**config.mk**
```make
export PLATFORM = sky130hd
export DESIGN_NAME = debounce_bank
export DESIGN_NICKNAME = d
export VERILOG_FILES = /design/src/rtl/debounce_bank.sv
export SDC_FILE = /design/constraint.sdc
export NUM_CORES = 1
export LEC_CHECK = 0
export ABC_AREA = 1
export CAP_MARGIN = 5
export CORE_MARGIN = 5
export CORE_UTILIZATION = 34
export DETAILED_ROUTE_END_ITERATION = 12
export GPL_TIMING_DRIVEN = 0
export PLACE_DENSITY = 0.6
export SYNTH_ARGS = -nofsm -noshare
export SYNTH_HDL_FRONTEND = slang
export SYNTH_SLANG_ARGS = --single-unit
```
**constraint.sdc**
```tcl
create_clock -name clock -period 2.6 [get_ports clock]
set_clock_uncertainty 0.2 [all_clocks]
set_input_delay 0.52 -clock clock [delete_from_list [all_inputs] [get_ports clock]]
set_output_delay 0.52 -clock clock [all_outputs]
set_load 0.005 [all_outputs]
```
**src/rtl/debounce_bank.sv**
```systemverilog
`default_nettype none
// ============================================================================
// Module      : debounce_bank
// Description : WIDTH independent tick-paced debouncers with rise/fall/changed
//               pulses. Define DEBOUNCE_SYNC_EN to add a 2-flop input
//               synchroniser per channel.
// Revision    : 1.0 - initial release
// ============================================================================
module debounce_bank #(
    parameter int               WIDTH     = 4,
    parameter int               STABLE    = 4,
    parameter logic [WIDTH-1:0] RESET_VAL = {WIDTH{1'b0}}
) (
    input  logic             clock,
    input  logic             reset_n,
    input  logic             tick,
    input  logic [WIDTH-1:0] in,
    output logic [WIDTH-1:0] out,
    output logic [WIDTH-1:0] rise,
    output logic [WIDTH-1:0] fall,
    output logic             changed
);

    localparam int               CNT_W  = $clog2(STABLE + 1);
    localparam logic [CNT_W-1:0] C_LAST = CNT_W'(STABLE - 1);
    localparam logic [CNT_W-1:0] C_ONE  = CNT_W'(1);

    logic [WIDTH-1:0] w_samp;

`ifdef DEBOUNCE_SYNC_EN
    logic [WIDTH-1:0] r_sync1;
    logic [WIDTH-1:0] r_sync2;

    always_ff @(posedge clock or negedge reset_n) begin
        if (!reset_n) begin
            r_sync1 <= RESET_VAL;
            r_sync2 <= RESET_VAL;
        end else begin
            r_sync1 <= in;
            r_sync2 <= r_sync1;
        end
    end

    assign w_samp = r_sync2;
`else
    assign w_samp = in;
`endif

    logic [CNT_W-1:0] r_cnt     [WIDTH];
    logic [CNT_W-1:0] w_cnt_nxt [WIDTH];
    logic [WIDTH-1:0] r_out;
    logic [WIDTH-1:0] w_out_nxt;
    logic [WIDTH-1:0] r_rise;
    logic [WIDTH-1:0] r_fall;
    logic [WIDTH-1:0] w_rise_nxt;
    logic [WIDTH-1:0] w_fall_nxt;
    logic             r_changed;

    // The accepting edge clears the counter, so it never passes STABLE-1.
    always_comb begin
        w_out_nxt  = r_out;
        w_rise_nxt = '0;
        w_fall_nxt = '0;
        for (int i = 0; i < WIDTH; i++) begin
            w_cnt_nxt[i] = r_cnt[i];
            if (tick) begin
                if (w_samp[i] == r_out[i]) begin
                    w_cnt_nxt[i] = '0;
                end else if (r_cnt[i] == C_LAST) begin
                    w_cnt_nxt[i]  = '0;
                    w_out_nxt[i]  = w_samp[i];
                    w_rise_nxt[i] = w_samp[i];
                    w_fall_nxt[i] = ~w_samp[i];
                end else begin
                    w_cnt_nxt[i] = r_cnt[i] + C_ONE;
                end
            end
        end
    end

    always_ff @(posedge clock or negedge reset_n) begin
        if (!reset_n) begin
            for (int i = 0; i < WIDTH; i++) begin
                r_cnt[i] <= '0;
            end
            r_out     <= RESET_VAL;
            r_rise    <= '0;
            r_fall    <= '0;
            r_changed <= 1'b0;
        end else begin
            for (int i = 0; i < WIDTH; i++) begin
                r_cnt[i] <= w_cnt_nxt[i];
            end
            r_out     <= w_out_nxt;
            r_rise    <= w_rise_nxt;
            r_fall    <= w_fall_nxt;
            r_changed <= |(w_rise_nxt | w_fall_nxt);
        end
    end

    assign out     = r_out;
    assign rise    = r_rise;
    assign fall    = r_fall;
    assign changed = r_changed;

endmodule
`default_nettype wire
```
**Word level (Yosys, flattened, before mapping)**

Cells that the tools add are included.

- $add $sub $neg: 4
- Multipliers: 0
- Divide/modulo/power cells: 0
- $lt $le $gt $ge: 0
- Equal/unequal tests: 8
- Shift operators: 0
- Mux-type cells: 32
- Bitwise gates (word level): 9
- Reductions and logical operators: 5

Operator list:

| cell | number |
|---|---|
| 1-bit two-way mux | 24 |
| 3-bit two-way mux | 8 |
| 3-bit by 1-bit adder with 3-bit output (second input constant) | 4 |
| 3-bit by 2-bit equality test with 1-bit output (second input constant) | 4 |
| 3-bit AND reduction | 4 |
| 1-bit NOT | 8 |
| 1-bit equality test | 4 |
| 4-bit bitwise OR | 1 |
| 4-bit OR reduction | 1 |

- Flip-flop bits (word level): 25
- Bits in latches: 0
- Bits in writable memories: 0
- ROM bits: 0
- Output and inout bits: 13
- Word-level logic and storage cells: 69
- Memories: 0

**Logic depth before layout (Yosys ltp)**

Gate-level depths: netlist of the first run.

- Depth in word-level cells: 6
- Mapped depth: 7

**Worst setup path after synthesis of the first run**

OpenSTA, ideal clock, no wires.

- Path type: input-to-reg
- From: input in[0]
- To: register r_out[0], in the netlist out[0]
- Library setup time: 121 ps
- Data arrival time: 908 ps
- Required time: 2279 ps
- Slack: 1371 ps
- Stages on the path: 6
- Cell sequence: inv_1 > nand2_1 > nand2_2 > nand3_4 > nand2_1 > o21ai_1

- Cells in the longest elaborated chain, start to end: 3

Ends and longest elaborated chain:

| what | line | RTL |
|---|---|---|
| start, declared | 17 | `input logic [WIDTH-1:0] in,` |
| 1-bit equality test | 67 | `if (w_samp[i] == r_out[i]) begin` |
| 1-bit NOT (no line) | - |  |
| 3-bit AND reduction (no line) | - |  |
| end signal, assigned | 94 | `r_out <= w_out_nxt;` |
| end, declared | 51 | `logic [WIDTH-1:0] r_out;` |

Several ways; a longest one is shown, not always the timed one.
A chain may end at the register's enable or synchronous reset.

**Final worst setup path of the first run**

- From: register r_out[0], in the netlist out[0]
- To: output out[0]

RTL lines:

| what | line | RTL |
|---|---|---|
| end, declared | 18 | `output logic [WIDTH-1:0] out,` |

No word-level cell between the ends.

==> results of run 1 <==
[cell usage after synthesis]
cell / n
a21boi_0: 1
a21boi_1: 3
buf_6: 2
dfrtp_1: 25
ha_1: 4
inv_1: 25
inv_2: 1
nand2_1: 31
nand2_2: 4
nand3_2: 1
nand3_4: 3
nor2_1: 9
nor2_2: 3
o21ai_1: 4
o22ai_1: 8
[through the flow]
stage	utilization, %	total power, W	hold slack, ns
after floorplan	-	0.000810	0.0244
after CTS	43.1	0.00115	0.352
after global placement	42.3	0.000930	0.316
after global routing	44.0	0.00123	0.308
after detailed placement	42.3	0.000965	0.321
final	44.0	0.00113	0.287
[logic make-up (layout without fill, tap and decap cells)]
family / count (synthesis) / after routing / synth area share (%)
buffers and inverters: 28 / 52 / 10.4
flip-flops: 25 / 25 / 54.3
AO/OA/AOI/OAI: 16 / 16 / 8.69
AND/OR/NAND/NOR: 51 / 51 / 22.3
adder cells (fa/ha/maj): 4 / 4 / 4.34
[flip-flops by register name (all words and copies together), names as in the netlist]
register	cells
fall	4
rise	4
out	4
changed	1
r_cnt	12
[layer usage]
metal | vias to the layer above | GRT usage [%] | share of wire, %
met4 | 0 | 5.96 | 1.1
li1 | 430 | - | -
met2 | 14 | 19.4 | 51
met1 | 389 | 10.6 | 42
met5 | - | 0 | 0
met3 | 2 | 2.30 | 5.7
[worst max-delay path by stage]
| stage | to | slack (ns) | from |
|---|---|---|---|
| final | out[0] | 0.62 | out[0]$_DFFE_PN0P_ |
| after global routing | out[0] | 0.53 | out[0]$_DFFE_PN0P_ |
| after CTS | out[0] | 0.58 | out[0]$_DFFE_PN0P_ |
| after detailed placement | fall[3]$_DFF_PN0_ | 0.49 | reset_n |
| after global placement | fall[3]$_DFF_PN0_ | 0.51 | reset_n |
| after floorplan | out[0]$_DFFE_PN0P_ | 1.37 | in[0] |
[power breakdown]
group | switching, W | internal, W
logic | 0.000214 | 0.000199
clock network | 0.000116 | 0.0000575
registers | 0.0000619 | 0.000477
total | 0.000391 | 0.000734
[layout make-up]
| class | count | area (um2) | area share, % |
|---|---|---|---|
| plain buffers | 2 | 22.5 | 1.55 |
| clock buffers | 3 | 22.5 | 1.55 |
| clock inverters | 1 | 5.00 | 0.344 |
| inverters | 26 | 97.6 | 6.71 |
| multi-input cells | 71 | 407 | 27.9 |
| flip-flops and latches | 25 | 626 | 43.0 |
| well taps | 46 | 57.6 | 3.96 |
| repair buffers | 20 | 218 | 15.0 |
==> results.txt, run 1 <==
# diodes -> 0
RSZ-0062 raised after global routing -> no
Worst slew margin -> 71.8%
VDD IR max -> 329 uV
Die X-Extent -> 68.2 um
Vias -> 835
Largest cells by area after synthesis -> dfrtp_1, nand2_1, inv_1
YS warnings -> 0
1st-iter DRT viols -> 38
CP max stage delay -> 0.52 ns
Final Setup Violations -> 0
Fillers -> 331
Drt first pass iters -> 3
NumNets Final -> 160
Synthesized cell area -> 0.00115 mm2
Total of max-cap violations -> 0
Leakage power -> 0.723 nW
Clock Latency Late Sink -> 0.31 ns
Seq/Total Area, Yosys -> 54.3%
Die footprint -> 0.00465 mm2
Worst-path clk slew -> 0.14 ns
Worst reg-to-reg path cell count -> 7
FF-to-FF End -> changed$_DFF_PN0_
CTS Root Cell -> clkbuf_4
Largest net degree at the start of global routing -> 26
Slew @ Worst Pin -> 0.422 ns
Vias in the first global route -> 860
Minimum clock period -> 1.98 ns
Fin cells -> 194
Total grt overflow -> 0
CP required -> 1.88 ns
Initial antenna violation count -> 0
Gpl congestion -> 0.643
Nature of the critical path endpoint -> output pin
CP Cell Sequence -> clkdlybuf4s50_1
Core area -> 0.00331 mm2
Dpl hpwl -> 1.52 mm
Most frequent cells in the layout -> nand2_1, inv_1, dfrtp_1
Levels on crit path -> 1
Crit share post-route -> 76.0%
CTS sink cnt -> 25
Final instance area -> 0.00146 mm2
# Post-CTS Setup Buffers -> 0
Most common cell after layout, fill and taps aside -> nand2_1
Final Hold Viols -> 0
Placement Cell Area -> 0.00140 mm2
Worst path buffer plus inverter count -> 1
Worst R2R Setup Slack -> 1.29 ns
Cell taking the most area after synthesis -> dfrtp_1
Final WS setup -> 0.624 ns
First-pass GRT wire length -> 3.59 mm
Syn Nets -> 135
DP Cell Count -> 189
Hold buffers post-CTS -> 0
Area growth syn-to-layout -> 26.3%
CTS Buffer Depth -> 2
Routed WL -> 2.03 mm
Synth cell types -> 15
Post-Syn Area per Cell -> 9.29 um2
Row count -> 21
Area share of the largest cell type after synthesis -> 54.3%
Pwr Density -> 773 mW/mm2
Critical Path Fanout Max -> 4
R2R Path Start -> r_cnt[1]$_DFFE_PN0P_
Layout cells sized above 1 -> 12.8%
Top-level port count -> 20
Wire per inst -> 10.4 um
GRT Total Usage -> 10.4%
Post-Synthesis Cells -> 124
Die extent in y -> 68.2 um
CTS tree -> done
Crit path max-delay family -> buffers and inverters
Setup CP Type -> reg -> out
CP max-delay cell -> clkdlybuf4s50_1
Vias/cell -> 4.30
CTS Buf Count -> 3
DP Worst Slack -> 0.485 ns
Crit path DAT -> 1.26 ns
Status -> finished clean
Setup TNS -> 0 ns
Resize count post-CTS -> 0
DRC -> 0
Max-slew violations -> 0
Max Fclk -> 0.506 GHz
Startpoint Class -> flop
H-tree levels -> 1
#FFs+latches synth -> 25
Starting Density -> 34.8%
IO buf count -> 19
Worst Hold Class -> in -> async
Antenna Nets Post-Route -> 0
Power figures use the tool's default switching activity.
==> run 2, diff against run 1 <==
Settings changed: PLACE_DENSITY 0.6 to 0.63.
Clock period 2.6 ns to 1.6 ns, I/O delays scaled along.
==> results.txt, run 2 (synthesis gave the netlist of run 1 again) <==
Status -> finished, violations left (was finished clean)
Violated checks -> hold timing
Worst-path clk slew -> 0.16 ns (was 0.14 ns)
Die footprint -> 0.00465 mm2 (unchanged)
Gate power share -> 37.1% (was 36.7%)
Total power -> 0.00186 W (was 0.00113 W)
Crit path to -> out[3] (was out[0])
Final Setup Violations -> 0 (unchanged)
Max reg flops -> 12 (unchanged)
Total of max-cap violations -> 0 (unchanged)
Startpoint Class -> flop (unchanged)
First-pass GRT wire length -> 3.54 mm (was 3.59 mm)
Final Hold Viols -> 25 (was 0)
Fin cells -> 196 (was 194)
Worst slew margin -> 26.9% (was 71.8%)
Crit share post-route -> 96.6%
Worst Hold Class -> in -> async (unchanged)
Switch share -> 35.6% (was 34.8%)
Initial antenna violation count -> 0 (unchanged)
CTS Root Cell -> clkbuf_4 (unchanged)
Biggest register -> r_cnt (unchanged)
Worst R2R Setup Slack -> 0.30 ns (was 1.29 ns)
# diodes -> 0 (unchanged)
Critical Path Fanout Max -> 4 (unchanged)
H-tree levels -> 1 (unchanged)
Pint -> 0.00120 W (was 0.000734 W)
VDD IR max -> 520 uV (was 329 uV)
Gpl congestion -> 0.603 (was 0.643)
Setup TNS -> 0 ns (unchanged)
Worst hold slack -> -0.0347 ns (was 0.287 ns)
Die extent in y -> 68.2 um (unchanged)
Worst path buffer plus inverter count -> 1 (unchanged)
Core area -> 0.00331 mm2 (unchanged)
CP required -> 1.08 ns (was 1.88 ns)
CP max-delay cell -> dfrtp_1 (was clkdlybuf4s50_1)
Total grt overflow -> 0 (unchanged)
Largest net degree at the start of global routing -> 26 (unchanged)
Routed WL -> 2.05 mm (was 2.03 mm)
Crit path from -> out[3]$_DFFE_PN0P_ (was out[0]$_DFFE_PN0P_)
Nature of the critical path endpoint -> output pin (unchanged)
Drt first pass iters -> 2 (was 3)
CTS tree -> done (unchanged)
DP Cell Count -> 189 (unchanged)
IO buf count -> 19 (unchanged)
CTS Buffer Depth -> 2 (unchanged)
Max-slew violations -> 0 (unchanged)
CP max stage delay -> 0.43 ns (was 0.52 ns)
R2R Path Start -> r_cnt[1]$_DFFE_PN0P_ (unchanged)
Vias -> 846 (was 835)
NumNets Final -> 162 (was 160)
Dpl hpwl -> 1.54 mm (was 1.52 mm)
Pwr Density -> 1290 mW/mm2 (was 773 mW/mm2)
CP Cell Sequence -> dlygate4sd2_1 (was clkdlybuf4s50_1)
Vias in the first global route -> 869 (was 860)
1st-iter DRT viols -> 6 (was 38)
Hold buffers post-CTS -> 0 (unchanged)
RSZ-0062 raised after global routing -> no (unchanged)
Crit path DAT -> 1.03 ns (was 1.26 ns)
Vias/cell -> 4.32 (was 4.30)
CTS sink cnt -> 25 (unchanged)
Area growth syn-to-layout -> 25.0% (was 26.3%)
Sequential share of power -> 46.2% (was 47.9%)
Power share of the clock group -> 16.7% (was 15.4%)
Most common cell after layout, fill and taps aside -> nand2_1 (unchanged)
Row count -> 21 (unchanged)
Crit path max-delay family -> flip-flops (was buffers and inverters)
Antenna Nets Post-Route -> 0 (unchanged)
Worst reg-to-reg path cell count -> 6 (was 7)
Minimum clock period -> 1.55 ns
Most frequent cells in the layout -> nand2_1, inv_1, dfrtp_1 (unchanged)
Starting Density -> 34.8% (unchanged)
Clock Latency Late Sink -> 0.33 ns (was 0.31 ns)
Layout cells sized above 1 -> 14.0% (was 12.8%)
Slew @ Worst Pin -> 1.09 ns (was 0.422 ns)
CTS Buf Count -> 3 (unchanged)
FF-to-FF End -> out[3]$_DFFE_PN0P_ (was changed$_DFF_PN0_)
Wire per inst -> 10.5 um (was 10.4 um)
Levels on crit path -> 1 (unchanged)
Die X-Extent -> 68.2 um (unchanged)
Final Util -> 43.5% (was 44.0%)
GRT Total Usage -> 10.2% (was 10.4%)
Max Fclk -> 0.647 GHz
Setup CP Type -> reg -> out (unchanged)
Leakage power -> 0.793 nW (was 0.723 nW)
Top-level port count -> 20 (unchanged)
DRC -> 0 (unchanged)
Psw -> 0.000661 W (was 0.000391 W)
-- run 2: layer usage --
layer	wire (um)	share of wire (%)	track usage (%)	vias up
li1	-	-	-	430
met1	961	47	12.6	394
met2	933	46	16.7	20
met3	149	7.3	3.61	2
met4	4	0.20	2.98	0
met5	0	0	0	-
-- run 2: repair_timing --
item,in CTS,in global routing
cloned,0,0
resized for setup,13,1
buffers inserted,3,0
endpoints found under the setup margin,13,25
-- run 2: worst min path at each step --
stage                                     from                   end  slack [ns]  cells after the start
after global placement      out[1]$_DFFE_PN0P_    out[1]$_DFFE_PN0P_        0.32                      2
after floorplan                        reset_n     changed$_DFF_PN0_       -0.18                      0
after detailed placement  r_cnt[2]$_DFFE_PN0P_  r_cnt[2]$_DFFE_PN0P_        0.32                      1
after global routing                   reset_n    out[1]$_DFFE_PN0P_        0.06                      1
final                                  reset_n    out[1]$_DFFE_PN0P_       -0.03                      1
after CTS                                in[0]     fall[0]$_DFF_PN0_        0.35                      2
-- run 2: per-stage QoR --
step / setup WS (ns) / instance area (um2)
detailed placement: -0.298 / 1400
global placement: -0.280 / 1400
finish: 0.0550 / 1440
floorplan: 0.408 / 1150
CTS: 0.0378 / 1440
global route: 0.00222 / 1440
-- run 2: power groups by stage --
stage	Clock, W	Sequential [W]	Combinational [W]
2_1_floorplan	0	0.000875	0.000441
3_3_place_gp	0	0.000877	0.000631
3_5_place_dp	0	0.000892	0.000670
4_1_cts	0.000326	0.000859	0.000704
5_1_grt	0.000347	0.000876	0.000809
6_report	0.000311	0.000858	0.000690
-- run 2: layout make-up --
class                           count  area, um2
Clock buffer                        3       22.5
Timing Repair Buffer               22        199
Multi-Input combinational cell     71        407
Sequential cell                    25        626
Fill cell                         345       1870
Buffer                              2       22.5
Clock inverter                      1       8.76
Inverter                           26       97.6
Tap cell                           46       57.6
